[config.mk]
export PLATFORM = sky130hd
export DESIGN_NAME = anton_neopixel_rx
export DESIGN_NICKNAME = d
export VERILOG_FILES = /design/src/rtl/anton_neopixel_rx.sv
export SDC_FILE = /design/constraint.sdc
export NUM_CORES = 1
export LEC_CHECK = 0
export BUFFER_PORTS_ARGS = -buffer_cell sky130_fd_sc_hd__buf_2
export CAP_MARGIN = 25
export CORE_MARGIN = 2
export CORE_UTILIZATION = 40
export CTS_BUF_LIST = sky130_fd_sc_hd__clkbuf_8 sky130_fd_sc_hd__clkbuf_16
export CTS_CLUSTER_SIZE = 8
export DETAILED_ROUTE_END_ITERATION = 6
export HOLD_SLACK_MARGIN = 0.03
export SLEW_MARGIN = 25
export SYNTH_ARGS = -nofsm -noshare
export SYNTH_HDL_FRONTEND = slang
export SYNTH_SLANG_ARGS = --single-unit
[constraint.sdc]
create_clock -name clk10mhz -period 5.8 [get_ports clk10mhz]
set_input_delay 0.58 -clock clk10mhz [delete_from_list [all_inputs] [get_ports clk10mhz]]
set_output_delay 0.58 -clock clk10mhz [all_outputs]
set_load 0.1 [all_outputs]
[src/rtl/anton_neopixel_rx.sv]
// rtl/anton_neopixel_rx.sv - WS2812 one-wire receiver: pulse-width decode into 24-bit GRB pixels
// Resynchronises after power-up or a protocol error by waiting for a full reset gap.
module anton_neopixel_rx #(
    parameter int BIT_THRESHOLD = 6,
    parameter int MAX_HIGH      = 12,
    parameter int RESET_CYCLES  = 500,
    parameter int INDEX_W       = 8
) (
    input  logic               clk10mhz,
    input  logic               resetn,
    input  logic               neoIn,
    output logic [23:0]        pixelData,
    output logic [INDEX_W-1:0] pixelIndex,
    output logic               pixelValid,
    output logic               frameDone,
    output logic [INDEX_W-1:0] frameLength,
    output logic               errPulse,
    output logic               errPartial,
    output logic               busy
);

    localparam int HI_W = $clog2(MAX_HIGH + 2);
    localparam int LO_W = $clog2(RESET_CYCLES + 1);
    localparam logic [HI_W-1:0] HI_SAT = HI_W'(MAX_HIGH + 1);
    localparam logic [HI_W-1:0] HI_MAX = HI_W'(MAX_HIGH);
    localparam logic [HI_W-1:0] HI_THR = HI_W'(BIT_THRESHOLD);
    localparam logic [LO_W-1:0] LO_SAT = LO_W'(RESET_CYCLES);

    typedef enum logic [1:0] {
        ST_SYNC,
        ST_IDLE,
        ST_HIGH,
        ST_LOW
    } state_t;

    state_t state_q, state_d;

    logic               sync1_q, s_q, s_prev_q;
    logic [HI_W-1:0]    hi_cnt_q, hi_cnt_d;
    logic [LO_W-1:0]    lo_cnt_q, lo_cnt_d;
    logic [4:0]         bit_cnt_q, bit_cnt_d;
    logic [23:0]        shift_q, shift_d;
    logic [INDEX_W-1:0] pix_cnt_q, pix_cnt_d;
    logic               pix_ovf_q, pix_ovf_d;
    logic [23:0]        pixel_data_q, pixel_data_d;
    logic [INDEX_W-1:0] pixel_index_q, pixel_index_d;
    logic               pixel_valid_q, pixel_valid_d;
    logic               frame_done_q, frame_done_d;
    logic [INDEX_W-1:0] frame_length_q, frame_length_d;
    logic               err_pulse_q, err_pulse_d;
    logic               err_partial_q, err_partial_d;
    logic               busy_q, busy_d;

    logic        rise;
    logic        new_bit;
    logic [23:0] shifted;

    assign rise    = s_q & ~s_prev_q;
    assign new_bit = (hi_cnt_q >= HI_THR);
    assign shifted = {shift_q[22:0], new_bit};

    always_ff @(posedge clk10mhz or negedge resetn) begin
        if (!resetn) begin
            sync1_q        <= 1'b0;
            s_q            <= 1'b0;
            s_prev_q       <= 1'b0;
            state_q        <= ST_SYNC;
            hi_cnt_q       <= '0;
            lo_cnt_q       <= '0;
            bit_cnt_q      <= '0;
            shift_q        <= '0;
            pix_cnt_q      <= '0;
            pix_ovf_q      <= 1'b0;
            pixel_data_q   <= '0;
            pixel_index_q  <= '0;
            pixel_valid_q  <= 1'b0;
            frame_done_q   <= 1'b0;
            frame_length_q <= '0;
            err_pulse_q    <= 1'b0;
            err_partial_q  <= 1'b0;
            busy_q         <= 1'b0;
        end else begin
            sync1_q        <= neoIn;
            s_q            <= sync1_q;
            s_prev_q       <= s_q;
            state_q        <= state_d;
            hi_cnt_q       <= hi_cnt_d;
            lo_cnt_q       <= lo_cnt_d;
            bit_cnt_q      <= bit_cnt_d;
            shift_q        <= shift_d;
            pix_cnt_q      <= pix_cnt_d;
            pix_ovf_q      <= pix_ovf_d;
            pixel_data_q   <= pixel_data_d;
            pixel_index_q  <= pixel_index_d;
            pixel_valid_q  <= pixel_valid_d;
            frame_done_q   <= frame_done_d;
            frame_length_q <= frame_length_d;
            err_pulse_q    <= err_pulse_d;
            err_partial_q  <= err_partial_d;
            busy_q         <= busy_d;
        end
    end

    always_comb begin
        state_d        = state_q;
        hi_cnt_d       = hi_cnt_q;
        lo_cnt_d       = lo_cnt_q;
        bit_cnt_d      = bit_cnt_q;
        shift_d        = shift_q;
        pix_cnt_d      = pix_cnt_q;
        pix_ovf_d      = pix_ovf_q;
        pixel_data_d   = pixel_data_q;
        pixel_index_d  = pixel_index_q;
        pixel_valid_d  = 1'b0;
        frame_done_d   = 1'b0;
        frame_length_d = frame_length_q;
        err_pulse_d    = 1'b0;
        err_partial_d  = 1'b0;
        busy_d         = busy_q;

        case (state_q)
            // Only a complete reset gap proves we are between frames.
            ST_SYNC: begin
                if (s_q) begin
                    lo_cnt_d = '0;
                end else if (lo_cnt_q == LO_SAT) begin
                    state_d = ST_IDLE;
                end else begin
                    lo_cnt_d = lo_cnt_q + 1'b1;
                end
            end
            ST_IDLE: begin
                if (rise) begin
                    busy_d   = 1'b1;
                    hi_cnt_d = HI_W'(1);
                    state_d  = ST_HIGH;
                end
            end
            ST_HIGH: begin
                if (hi_cnt_q > HI_MAX) begin
                    err_pulse_d = 1'b1;
                    bit_cnt_d   = '0;
                    busy_d      = 1'b0;
                    lo_cnt_d    = '0;
                    state_d     = ST_SYNC;
                end else if (s_q) begin
                    if (hi_cnt_q != HI_SAT) begin
                        hi_cnt_d = hi_cnt_q + 1'b1;
                    end
                end else begin
                    shift_d  = shifted;
                    lo_cnt_d = LO_W'(1);
                    state_d  = ST_LOW;
                    if (bit_cnt_q == 5'd23) begin
                        bit_cnt_d     = '0;
                        pixel_data_d  = shifted;
                        pixel_index_d = pix_cnt_q;
                        pixel_valid_d = 1'b1;
                        pix_cnt_d     = pix_cnt_q + 1'b1;
                        if (pix_cnt_q == '1) begin
                            pix_ovf_d = 1'b1;
                        end
                    end else begin
                        bit_cnt_d = bit_cnt_q + 1'b1;
                    end
                end
            end
            ST_LOW: begin
                if (lo_cnt_q == LO_SAT) begin
                    frame_done_d   = 1'b1;
                    frame_length_d = pix_ovf_q ? '1 : pix_cnt_q;
                    err_partial_d  = (bit_cnt_q != 5'd0);
                    pix_cnt_d      = '0;
                    pix_ovf_d      = 1'b0;
                    bit_cnt_d      = '0;
                    busy_d         = 1'b0;
                    state_d        = ST_IDLE;
                end else if (s_q) begin
                    hi_cnt_d = HI_W'(1);
                    state_d  = ST_HIGH;
                end else begin
                    lo_cnt_d = lo_cnt_q + 1'b1;
                end
            end
            default: state_d = ST_SYNC;
        endcase
    end

    assign pixelData   = pixel_data_q;
    assign pixelIndex  = pixel_index_q;
    assign pixelValid  = pixel_valid_q;
    assign frameDone   = frame_done_q;
    assign frameLength = frame_length_q;
    assign errPulse    = err_pulse_q;
    assign errPartial  = err_partial_q;
    assign busy        = busy_q;

endmodule

==> out/results.ini <==
[yosys]
ys_ff_latch = 100
synth_edf_count = 0
synth_cells = 437
yosysMostFrequentCell = nand2_1
synth_top_area_cell = dfrtp_1
netlist.area_leader.share_pct = 57.2
synth.avg_cell_area_um2 = 10.0
synth_seq_area_share_pct = 57.2
yosys-top-cells-area = dfrtp_1, nand2_1, mux2_2, o21ai_0, ha_1
yosysWarnings = 0
syn_area_um2 = 4370
async_flop_share_pct = 100
synth_commonest_cells = nand2_1, dfrtp_1, o21ai_0
synth_cell_types = 48
syn_nets = 448
synth-main-ff-cell = dfrtp_1

[cells_and_area]
area_growth_pct = 12.9
num-fill-cells = 1043
nNetsFinal = 488
final_cells = 622
seq_area_um2 = 2500
multi_input_area_um2 = 1740
stdcell_area_um2 = 4930
drive_gt1_share_pct = 19.3
antenna_cells = 0

[clocking]
numCtsBuffers = 9
post_cts_buffers = 0
cts_tree = done
clockBufferDepth = 2
clockRootBuffer = clkbuf_8
htreeDepth = 3
insertion_delay_ns = 0.37
clk_pin_slew_ns = 0.10
ctsHoldBuffers = 0
cts.sinks = 100
cts_resized = 0

[sta]
slew_violations = 0
maxSlewHeadroom_pct = 51.7
timing.final.hold_violations = 0
tns_ns = 0
setup_ws_ns = 2.93
rsz0062_at_grt = no
finalSetupViolations = 0
worst_pin_slew_ns = 0.725
hold_slack_ns = 0.0702
finalCritPeriodShare_pct = 49.5
finClkSkew_ns = 0.0125
max_freq_mhz = 348
fin_crit_ns = 2.87

[global_route]
grt_pass1_wl_um = 14600
grt_pass1_vias = 3041
gr-total-overflow = 0
grt_use_total_pct = 15.8
grt_max_degree = 82
antenna_found_initial = 0

[critical_path]
crit_buf_inv = 1
path_class = flip-flop to flip-flop
crit_arrival_ns = 3.14
crit_family = simple AND/OR/NAND/NOR gates
path_cells = nand2b_1 > or4_4 > inv_2 > nor2_1 > o21ai_0 > nand2_1
cp_slowest_stage_delay_ns = 0.75
crit_fanout = 37
crit_path_end_kind = flip-flop
slowest_stage = dfrtp_1
required_ns = 6.07
start_kind = flip-flop

[placement]
postPlaceCellArea_um2 = 4710
place_ws_ns = 2.92
port_buffers = 47
post-dp-hpwl_um = 5660
dp.cells = 606
place.gp.congestion = 0.806

[die]
fp.coreArea_um2 = 10700
boundaryPins = 48
chipHeight_um = 109
die_area_um2 = 11800
start_util_pct = 40.7
die_x_um = 109
rows = 38

[power_and_ir_drop]
power_density_nw_per_um2 = 249
p_leak_nw = 2.63
peakVddDrop_mv = 0.103

[drt]
detail_route.wirelength_um = 8650
via_per_inst = 5.09
wl_per_cell_um = 13.9
drc_errors = 0
route.vias.total = 3165
ant_nets = 0
firstDrtPassIters = 6
first_iter_violations = 182

[worst_hold_path]
hold_path_class = input pin to async pin

[run]
max-cap-violations = 0

[run_status]
status = complete, no violations

## path summary, 6_finish.rpt
check	from	end	slack, ns	cells past startpoint
worst min register to register	sync1_q	s_q	0.35	0
worst max-delay path	state_q[1]	pix_cnt_q[6]	2.93	6
min in group clk10mhz	neoIn	sync1_q	0.32	1
worst min-delay path	resetn	lo_cnt_q[7]	0.07	1
max in group asynchronous	resetn	pixelData[20]	4.74	2
worst max register to register	state_q[1]	pix_cnt_q[6]	2.93	6
## final cells by class
type                    instances  area share (%)
flip-flops and latches        100            50.7
multi-input cells             307            35.4
repair buffers                 48            5.05
well taps                     140            3.55
clock buffers                   9            2.51
clock inverters                 7            1.98
inverters                      11           0.837
## cells by family after synthesis
family                   share of synthesized area (%)
multiplexers                                      5.90
AO/OA/AOI/OAI                                     10.7
adder cells (fa/ha/maj)                           2.29
flip-flops                                        57.2
AND/OR/NAND/NOR                                   19.7
XOR/XNOR                                          1.20
buffers and inverters                             2.98
## routing by layer
| layer | global-route usage (%) | vias to the layer above | share of wire [%] |
|---|---|---|---|
| met5 | 0 | - | 0 |
| met4 | 6.78 | 0 | 1.6 |
| met3 | 2.77 | 9 | 4.6 |
| met2 | 24.0 | 67 | 47 |
| met1 | 22.2 | 1532 | 47 |
| li1 | - | 1557 | - |
## registers in the layout, summed over array words and instances, names as in the netlist
name         count
busy             1
pixelIndex       8
s_prev_q         1
shift_q         23
lo_cnt_q         9
frameDone        1
pixelData       24
sync1_q          1
hi_cnt_q         4
errPartial       1
state_q          2
errPulse         1
s_q              1
bit_cnt_q        5
pixelValid       1
pix_cnt_q        8
pix_ovf_q        1
frameLength      8
## report_power, final
group | switching [mW] | internal, mW | leakage, nW
Sequential | 0.00318 | 0.699 | 1.39
Combinational | 0.0190 | 0.00531 | 1.12
Clock | 0.255 | 0.247 | 0.117
Total | 0.277 | 0.952 | 2.63
## stage by stage
step,util (%),power [mW]
2_1_floorplan,-,0.724
3_3_place_gp,43.8,0.741
3_5_place_dp,43.8,0.741
4_1_cts,45.9,1.24
5_1_grt,45.9,1.28
6_report,45.9,1.23
## cells in the final DEF, fill, tap and decap left out, types with 3 or more instances in the layout
cell type and instances:
a22o_1 3, nor2b_1 5, buf_2 46, o21ai_0 36
dfrtp_1 100, nor2_1 20, nand4_1 5, xnor2_1 3
ha_1 8, nand2_1 130, mux2_2 22, o31ai_1 4
inv_1 10, and3_1 6, o21a_1 3, a21oi_1 9
o22ai_1 3, nor3_1 4, xor2_1 3, nand4b_1 3
nor4_1 3, nand3_1 11, clkbuf_8 9
(Power assumes the default switching activity.)
